`src/rtl/mem_arb_pkg.sv`:
```
`default_nettype none
// ============================================================================
//  Module      : mem_arb_pkg
//  Description : Shared encodings and helpers for the memory port arbiter:
//                FSM state encoding, argument-word offset, counter sizing.
//  Revision    : 1.0 - initial release
// ============================================================================
package mem_arb_pkg;

    // Width of the arbiter state register.
    localparam int unsigned c_state_w = 2;

    typedef logic [c_state_w-1:0] state_t;

    // Arbiter states. Encoding is fixed so it can be matched in debug traces.
    localparam state_t c_idle  = 2'b00;
    localparam state_t c_f_opc = 2'b01;
    localparam state_t c_f_arg = 2'b10;
    localparam state_t c_data  = 2'b11;

    // Byte distance from the opcode word to its argument word.
    localparam int unsigned c_arg_offset = 2;

    // Bits needed to hold values 0..max_val inclusive (minimum 1).
    function automatic int unsigned cnt_width(input int unsigned max_val);
        return (max_val < 1) ? 1 : $clog2(max_val + 1);
    endfunction

endpackage : mem_arb_pkg
`default_nettype wire

```
`src/rtl/arb_burst_counter.sv`:
```
`default_nettype none
// ============================================================================
//  Module      : arb_burst_counter
//  Description : Saturating counter of consecutive data grants made while a
//                fetch is waiting. Synchronous clear has priority over
//                increment; full is raised once the count reaches MAX.
//  Revision    : 1.0 - initial release
// ============================================================================
module arb_burst_counter
    import mem_arb_pkg::*;
#(
    parameter int unsigned MAX = 4,
    parameter int unsigned CW  = cnt_width(MAX)
) (
    input  logic clk,
    input  logic rst_n,
    input  logic clr,
    input  logic inc,
    output logic full
);

    logic [CW-1:0] r_count;

    // Count data grants that bypassed a pending fetch, saturating at MAX.
    always_ff @(posedge clk or negedge rst_n) begin
        if (!rst_n) begin
            r_count <= '0;
        end else if (clr) begin
            r_count <= '0;
        end else if (inc && (r_count < CW'(MAX))) begin
            r_count <= r_count + 1'b1;
        end
    end

    // Full once the fetch has been bypassed MAX times in a row.
    assign full = (r_count >= CW'(MAX));

endmodule : arb_burst_counter
`default_nettype wire

```
`src/rtl/mem_port_arbiter.sv`:
```
`default_nettype none
// ============================================================================
//  Module      : mem_port_arbiter
//  Description : Shares one 16-bit memory port between the two-beat
//                instruction fetch (opcode + argument) and the load/store
//                path. Fetch beats are never split by data accesses, a
//                pending fetch is bypassed by at most DATA_BURST data grants,
//                and a PC flush suppresses delivery without cutting a bus
//                cycle short.
//  Revision    : 1.0 - initial release
// ============================================================================
module mem_port_arbiter
    import mem_arb_pkg::*;
#(
    parameter int unsigned AW         = 16,
    parameter int unsigned DW         = 16,
    parameter int unsigned DATA_BURST = 4
) (
    input  logic          clk,
    input  logic          rst_n,
    // fetch unit
    input  logic          fetch_req,
    input  logic [AW-1:0] fetch_addr,
    input  logic          fetch_flush,
    output logic [DW-1:0] fetch_opc,
    output logic [DW-1:0] fetch_arg,
    output logic          fetch_valid,
    output logic          hold,
    // load/store path
    input  logic          dat_req,
    input  logic          dat_we,
    input  logic [AW-1:0] dat_addr,
    input  logic [DW-1:0] dat_wdata,
    output logic [DW-1:0] dat_rdata,
    output logic          dat_ack,
    // memory port
    output logic [AW-1:0] mem_addr,
    output logic          mem_rd,
    output logic          mem_wr,
    output logic [DW-1:0] mem_wdata,
    input  logic [DW-1:0] mem_rdata,
    input  logic          mem_ready
);

    state_t        r_state;
    logic [AW-1:0] r_fetch_addr;
    logic          r_flush;

    logic          w_burst_full;
    logic          w_grant_data;
    logic          w_grant_fetch;
    logic          w_burst_inc;
    logic          w_burst_clr;
    logic          w_flush_now;

    // IDLE arbitration: data wins unless a fetch has already been bypassed
    // DATA_BURST times; a granted fetch resets the bypass count.
    always_comb begin
        w_grant_data  = 1'b0;
        w_grant_fetch = 1'b0;
        if (r_state == c_idle) begin
            w_grant_data  = dat_req && (!fetch_req || !w_burst_full);
            w_grant_fetch = fetch_req && !w_grant_data;
        end
        w_burst_inc = w_grant_data && fetch_req;
        w_burst_clr = w_grant_fetch;
        w_flush_now = fetch_flush && ((r_state == c_f_opc) || (r_state == c_f_arg));
    end

    arb_burst_counter #(
        .MAX (DATA_BURST)
    ) u_burst_counter (
        .clk   (clk),
        .rst_n (rst_n),
        .clr   (w_burst_clr),
        .inc   (w_burst_inc),
        .full  (w_burst_full)
    );

    // Port sequencer: state plus all registered memory and handshake outputs.
    always_ff @(posedge clk or negedge rst_n) begin
        if (!rst_n) begin
            r_state      <= c_idle;
            r_fetch_addr <= '0;
            r_flush      <= 1'b0;
            mem_addr     <= '0;
            mem_rd       <= 1'b0;
            mem_wr       <= 1'b0;
            mem_wdata    <= '0;
            fetch_opc    <= '0;
            fetch_arg    <= '0;
            fetch_valid  <= 1'b0;
            dat_rdata    <= '0;
            dat_ack      <= 1'b0;
        end else begin
            fetch_valid <= 1'b0;
            dat_ack     <= 1'b0;
            case (r_state)
                c_idle: begin
                    r_flush <= 1'b0;
                    if (w_grant_data) begin
                        r_state   <= c_data;
                        mem_addr  <= dat_addr;
                        mem_wdata <= dat_wdata;
                        mem_rd    <= ~dat_we;
                        mem_wr    <= dat_we;
                    end else if (w_grant_fetch) begin
                        r_state      <= c_f_opc;
                        r_fetch_addr <= fetch_addr;
                        mem_addr     <= fetch_addr;
                        mem_rd       <= 1'b1;
                    end
                end
                c_f_opc: begin
                    if (w_flush_now) begin
                        r_flush <= 1'b1;
                    end
                    // Read strobe stays high straight into the argument beat.
                    if (mem_ready) begin
                        fetch_opc <= mem_rdata;
                        mem_addr  <= r_fetch_addr + AW'(c_arg_offset);
                        r_state   <= c_f_arg;
                    end
                end
                c_f_arg: begin
                    if (w_flush_now) begin
                        r_flush <= 1'b1;
                    end
                    if (mem_ready) begin
                        fetch_arg   <= mem_rdata;
                        mem_rd      <= 1'b0;
                        fetch_valid <= ~(r_flush | fetch_flush);
                        r_flush     <= 1'b0;
                        r_state     <= c_idle;
                    end
                end
                c_data: begin
                    if (mem_ready) begin
                        dat_ack <= 1'b1;
                        if (!mem_wr) begin
                            dat_rdata <= mem_rdata;
                        end
                        mem_rd  <= 1'b0;
                        mem_wr  <= 1'b0;
                        r_state <= c_idle;
                    end
                end
                default: begin
                    r_state <= c_idle;
                    mem_rd  <= 1'b0;
                    mem_wr  <= 1'b0;
                end
            endcase
        end
    end

    // Stall while the port is busy or a fetch is outstanding; the fetch
    // unit is released in the cycle its words are delivered.
    assign hold = (r_state != c_idle) | (fetch_req & ~fetch_valid);

    // A data requester must hold its request for the whole access.
    a_dat_req_held : assert property (
        @(posedge clk) disable iff (!rst_n) (r_state == c_data) |-> dat_req
    );

    // Fetch delivery and data acknowledge are mutually exclusive.
    a_no_dual_pulse : assert property (
        @(posedge clk) disable iff (!rst_n) !(fetch_valid && dat_ack)
    );

endmodule : mem_port_arbiter
`default_nettype wire

```
`config.mk`:
```
export PLATFORM = sky130hd
export DESIGN_NAME = mem_port_arbiter
export DESIGN_NICKNAME = d
export VERILOG_FILES = /design/src/rtl/mem_arb_pkg.sv /design/src/rtl/arb_burst_counter.sv /design/src/rtl/mem_port_arbiter.sv
export SDC_FILE = /design/constraint.sdc
export NUM_CORES = 1
export LEC_CHECK = 0
export CORE_ASPECT_RATIO = 0.9
export CORE_MARGIN = 1.5
export CORE_UTILIZATION = 45
export DETAILED_ROUTE_END_ITERATION = 6
export PLACE_DENSITY = 0.77
export SYNTH_ARGS = -nofsm -noshare
export SYNTH_HDL_FRONTEND = slang
export SYNTH_SLANG_ARGS = --single-unit
```
`constraint.sdc`:
```
create_clock -name clk -period 2.4 [get_ports clk]
set_input_delay 0.48 -clock clk [delete_from_list [all_inputs] [get_ports clk]]
set_output_delay 0.48 -clock clk [all_outputs]
set_load 0.005 [all_outputs]
```
-- Word level (Yosys, flattened, before mapping)
Index checks and enable logic that the tools add are counted.
- register bits after elaboration: 106
- memories: 0
- input port bits: 71
- bits in read-only memories: 0
- bits in latches: 0
- logic and storage cells: 86
- memory bits (writable): 0
- output and inout bits: 85
- shift-type cells: 0
- multiplexer cells: 26
- reduce and logical (&&, ||, !) cells: 27
- $lt $le $gt $ge: 2
- bitwise operators: 8
- eq/ne operators: 8
- add/subtract/negate cells: 2
- multiply operators: 0
- divide/modulo/power cells: 0
- operator list (operator ; count):
    $mux W16 ; 3
    $pmux W16 S2 ; 1
    $reduce_and A3 Y1 ; 6
    $add A16 B2 Y16 const B ; 1
    $mux W1 ; 12
    $reduce_bool A2 Y1 ; 5
    $mux W2 ; 4
    $mux W3 ; 2
    $ne A2 B2 Y1 const B ; 3
    $pmux W2 S3 ; 1
    $reduce_and A2 Y1 ; 3
    $logic_and A1 B1 Y1 ; 5
    $not A1 Y1 ; 5
    $eq A2 B2 Y1 const B ; 2
    $pmux W1 S2 ; 2
    $add A3 B1 Y3 const B ; 1
    $ge A3 B3 Y1 const B ; 1
    $logic_not A1 Y1 ; 3
    $lt A3 B3 Y1 const B ; 1
    $ne A3 B2 Y1 const B ; 1
    $pmux W1 S3 ; 1
    $reduce_bool A3 Y1 ; 1
    $eq A2 B1 Y1 const B ; 1
    $logic_not A2 Y1 ; 1
    other kinds (5) ; 7

-- Logic depth before layout (Yosys ltp)
- depth after elaboration: 10
- gate-level depth with buffers: 9
- gate-level depth less buffers: 6

-- Cells and area by module
A second synthesis with hierarchy kept.
- cell total of the unflattened synthesis: 408
- area total of the unflattened synthesis: 4748.3 um2
- modules (own cells, without submodules) (module ; cells each ; area an instance (um2) ; seq. area each (um2) ; instances):
    mem_port_arbiter ; 392 ; 4570.6 ; 2577.5 ; 1
    arb_burst_counter ; 16 ; 177.7 ; 75.1 ; 1

-- Worst setup path before layout
OpenSTA, ideal clock, no wires.
- kind: register to register
- from: register r_state[1]
- to: register r_fetch_addr[0]
- data arrival time: 1640 ps
- cell stages (with the launch flop): 7
- path buffers: 1
- setup slack: 632 ps
- required time: 2272 ps
- library setup time: 128 ps
- period minus slack after synthesis: 1768 ps
- path through: dfrtp_1 inv_1 ha_1 nand2_1 nor2_4 buf_4 mux2_1
- cells in the longest elaborated chain, start to end: 4
- elaborated cells on any way between the ends: 5
- those cells by class: 2 x mux; 1 x bitwise; 2 x reduce/logical
- RTL lines (element ; line ; source):
    from (decl) ; mem_port_arbiter.sv:45 ; state_t r_state;
    from (signal assigned) ; mem_port_arbiter.sv:83 ; r_state <= c_idle;
    from (signal assigned) ; mem_port_arbiter.sv:102 ; r_state <= c_data;
    from (signal assigned) ; mem_port_arbiter.sv:108 ; r_state <= c_f_opc;
    $logic_not A2 Y1 * ; mem_port_arbiter.sv:61, mem_port_arbiter.sv:98 ;
    $mux W1 ; mem_port_arbiter.sv:61 ; if (r_state == c_idle) begin
    $not A1 Y1 (no source line) ; - ;
    $reduce_and A3 Y1 (no source line) * ; - ;
    to (signal assigned) ; mem_port_arbiter.sv:109 ; r_fetch_addr <= fetch_addr;
    to (decl) ; mem_port_arbiter.sv:46 ; logic [AW-1:0] r_fetch_addr;
Every way passes the cells marked *; elsewhere a longest branch is shown, timed or not.
A chain may end at the register's enable or synchronous reset.

-- Worst setup path in the final report
- from: register r_state[1]
- to: output port hold
- cells in the longest elaborated chain, start to end: 2
- RTL lines (element ; line ; source):
    $reduce_bool A2 Y1 ; mem_port_arbiter.sv:159 ; assign hold = (r_state != c_idle) | (fetch_req & ~fetch_valid);
    $or A1 B1 Y1 ; mem_port_arbiter.sv:159 ;
    to (decl) ; mem_port_arbiter.sv:28 ; output logic hold,
Every way passes these cells.

==> summary.txt <==
Status
  – Status: finished clean

Route
  – Iter 0 DRT Violations: approximately 160
  – Drt first pass iters: 4
  – Final WL: between 10000 and 15000 µm
  – Vias/cell: roughly 5.3
  – DRC: 0
  – Routed Antenna Nets: 0
  – Vias: 3463
  – WL/cell: approximately 17 µm

Setup path
  – CP required: 1.92 ns
  – Crit path kind: reg -> out
  – Worst-path fanout max: 7
  – Critical path capture point type: output pin
  – Worst stage delay on the critical path: between 0.5 and 0.6 ns
  – Worst Setup Start Kind: register
  – CP max-delay cell: clkdlybuf4s50_1
  – R2R setup slack: 0.40 ns
  – Worst path cell trace: inv_1 > ha_1 > o21ai_0 > clkdlybuf4s50_1
  – CP Data Arrival Time: ~1.8 ns

CTS
  – Post-CTS Setup Inserts: 0
  – CTS Buf Count: 9
  – H-tree lvl count: 3
  – CTS tree: built
  – Clock Path Buffers: 2
  – Worst-path clk slew: about 0.07 ns
  – Root Buffer: clkbuf_16
  – Clock sink count: about 110
  – Post-cts hold buffer count: 0
  – Skew-Pair Late Insertion Delay: around 0.34 ns
  – Post-CTS sizing: 0

Logic synthesis
  – Yosys reg bits: 106
  – Post-synthesis instance total: roughly 350
  – Synthesized Nets: 431
  – Seq/Total Area, Yosys: a little under three fifths
  – Mapped cell area: about 4700 µm²
  – Netlist cell types: 43
  – Syn_area_per_cell: around 13 µm²
  – Total number of yosys warnings: 0

Floorplan
  – Cell row count: 35
  – DIE AREA: ~11000 µm²
  – Initial Util: 46.0%
  – Core ar.: approximately 10000 µm²
  – DIE WIDTH: 110 µm
  – Die height: between 90 and 100 µm
  – Top-level I/O count: between 150 and 200

Global routing
  – Number of global-route vias before repair: around 3.6k
  – Largest net degree at the start of global routing: between 100 and 150
  – Initial antenna violation count: 0
  – Overall routing resource usage: 20.7%
  – Global-route wire length before repair: about 18000 µm
  – Gr ovfl total: 0

STA
  – Setup ws final: ~0.17 ns
  – Final Max Tran Viols: 0
  – Max Freq: 448 MHz
  – Clk_skew: between 0.006 and 0.007 ns
  – Worst-Margin Slew: between 0.5 and 0.6 ns
  – Setup violators final: 0
  – RSZ-0062 raised after global routing: no
  – Slew margin rel.: approximately 62%
  – Final hold violations: 0
  – Fin Setup TNS: 0 ns
  – Final hold slack: around 0.18 ns
  – Tmin final: ~2.2 ns
  – Period Utilization, post-route: a little over 90%

Final layout
  – Area grow syn2layout: 44.8%
  – Ratio of cells with drive above 1 in the final layout: between 10% and 20%
  – Diode count: 0
  – Fin nets: ~600
  – Cell area after layout: between 6000 and 7000 µm²

Placement
  – RePlAce Congestion: 0.798
  – Pre-CTS setup slack: about 0.19 ns
  – HPWL after DPL: around 7900 µm
  – Port Buffers: 155
  – Cell Area, Placed: roughly 6400 µm²

Power and ir drop
  – Leak: 2.91 nW
  – Max VDD drop: 0.738 mV
  – PD cells: around 1300 nW/µm²

Run
  – Maxcap violations: 0

Min path
  – HP Class: in -> async
[routing by layer]
layer  up-vias  global-route usage [%]  share of wire [%]  wire, µm
li1       1592                       -                  -         -
met5         -                       0                  0         0
met2       131                    33.6                 47      5300
met3        11                    9.20                9.7      1080
met4         0                    5.23                1.3       146
met1      1729                    25.5                 42      4690
[synthesized netlist by cell type (all sizes together)]
cell type	instances	area [µm²]
dfrtp	106	2650
mux2	81	912
nand2	28	113
buf	14	95.1
mux2i	12	120
o21ai	11	55.1
inv	10	37.5
o221ai	10	87.6
ha	7	87.6
nand4	6	37.5
nor2	6	30.0
xnor2	6	52.6
xor2	6	52.6
a21oi	5	25.0
nand3	5	25.0
nor3	5	25.0
and3	4	25.0
nand2b	4	25.0
a211oi	3	22.5
o31ai	3	22.5
a21o	2	15.0
a22o	2	17.5
nor3b	2	20.0
nor4	2	12.5
or3	2	12.5
a211o	1	8.76
a21boi	1	18.8
a311o	1	10.0
and2	1	6.26
and4	1	8.76
clkbuf	1	3.75
nor2b	1	6.26
o211ai	1	7.51
o21bai	1	7.51
o221a	1	11.3
or2	1	6.26
[layout make-up]
class / count / area, µm²
clock inverters: 7 / 109
well taps: 129 / 161
flip-flops and latches: 106 / 2650
clock buffers: 9 / 225
fillers: 769 / 3390
repair buffers: 170 / 1700
inverters: 10 / 37.5
multi-input cells: 222 / 1890
[cell families after synthesis]
group                    synth area share, %
adder cells (fa/ha/maj)                 1.87
AND/OR/NAND/NOR                         7.55
buffers and inverters                   2.92
AO/OA/AOI/OAI                           6.61
XOR/XNOR                                2.25
flip-flops                              56.7
multiplexers                            22.1
[flip-flops by register name (all words and copies together), names as in the netlist]
signal / count
dat_rdata: 16
fetch_arg: 16
fetch_opc: 16
mem_addr: 16
mem_wdata: 16
r_fetch_addr: 16
u_burst_counter.r_count: 3
r_state: 2
dat_ack: 1
fetch_valid: 1
mem_rd: 1
mem_wr: 1
r_flush: 1
[through the flow]
stage | cells | power, mW | utilization (%)
4_1_cts | 653 | 8.83 | 66.7
3_5_place_dp | 637 | 7.15 | 63.4
6_report | 653 | 8.75 | 66.7
5_1_grt | 653 | 9.31 | 66.7
2_1_floorplan | 353 | 5.03 | -
3_3_place_gp | 637 | 7.00 | 63.4
[path summary, 6_finish.rpt]
check | start | endpoint | cells after the start
max in group asynchronous | rst_n | dat_ack$_DFF_PN0_ | 2
hold / removal | rst_n | mem_addr[12]$_DFFE_PN0P_ | 2
setup reg to reg | r_state[1]$_DFFE_PN0P_ | mem_addr[11]$_DFFE_PN0P_ | 8
hold reg to reg | r_flush$_DFFE_PN0P_ | fetch_valid$_DFF_PN0_ | 1
setup / recovery | r_state[1]$_DFFE_PN0P_ | hold | 4
min in group clk | r_flush$_DFFE_PN0P_ | fetch_valid$_DFF_PN0_ | 1
[critical path: cells and delay by family, from the launching register on]
| kind | cells | cell delay [ns] |
|---|---|---|
| flip-flops | 1 | 0.47 |
| adder cells (fa/ha/maj) | 1 | 0.24 |
| buffers and inverters | 2 | 0.62 |
| AO/OA/AOI/OAI | 1 | 0.09 |
[placed cells by master (no fill, tap or decap), types with 5 or more instances in the layout]
cell and instances:
o21ai_0 9, nor2_1 5, xor2_1 6, mux2i_1 12, ha_1 7, nand4_1 6, nand3_1 5, a21oi_1 5
o221ai_1 10, buf_4 13, inv_1 10, clkdlybuf4s50_1 154, dfrtp_1 106, clkbuf_16 9, mux2_2 58, nand2_1 27
xnor2_1 6, mux2_1 23, nor3_1 5
[report_power, final]
group	switching [mW]	total (mW)	internal [mW]
clock network	0.703	1.64	0.938
registers	0.591	3.27	2.67
logic	1.43	3.84	2.41
(Power assumes the default switching activity.)
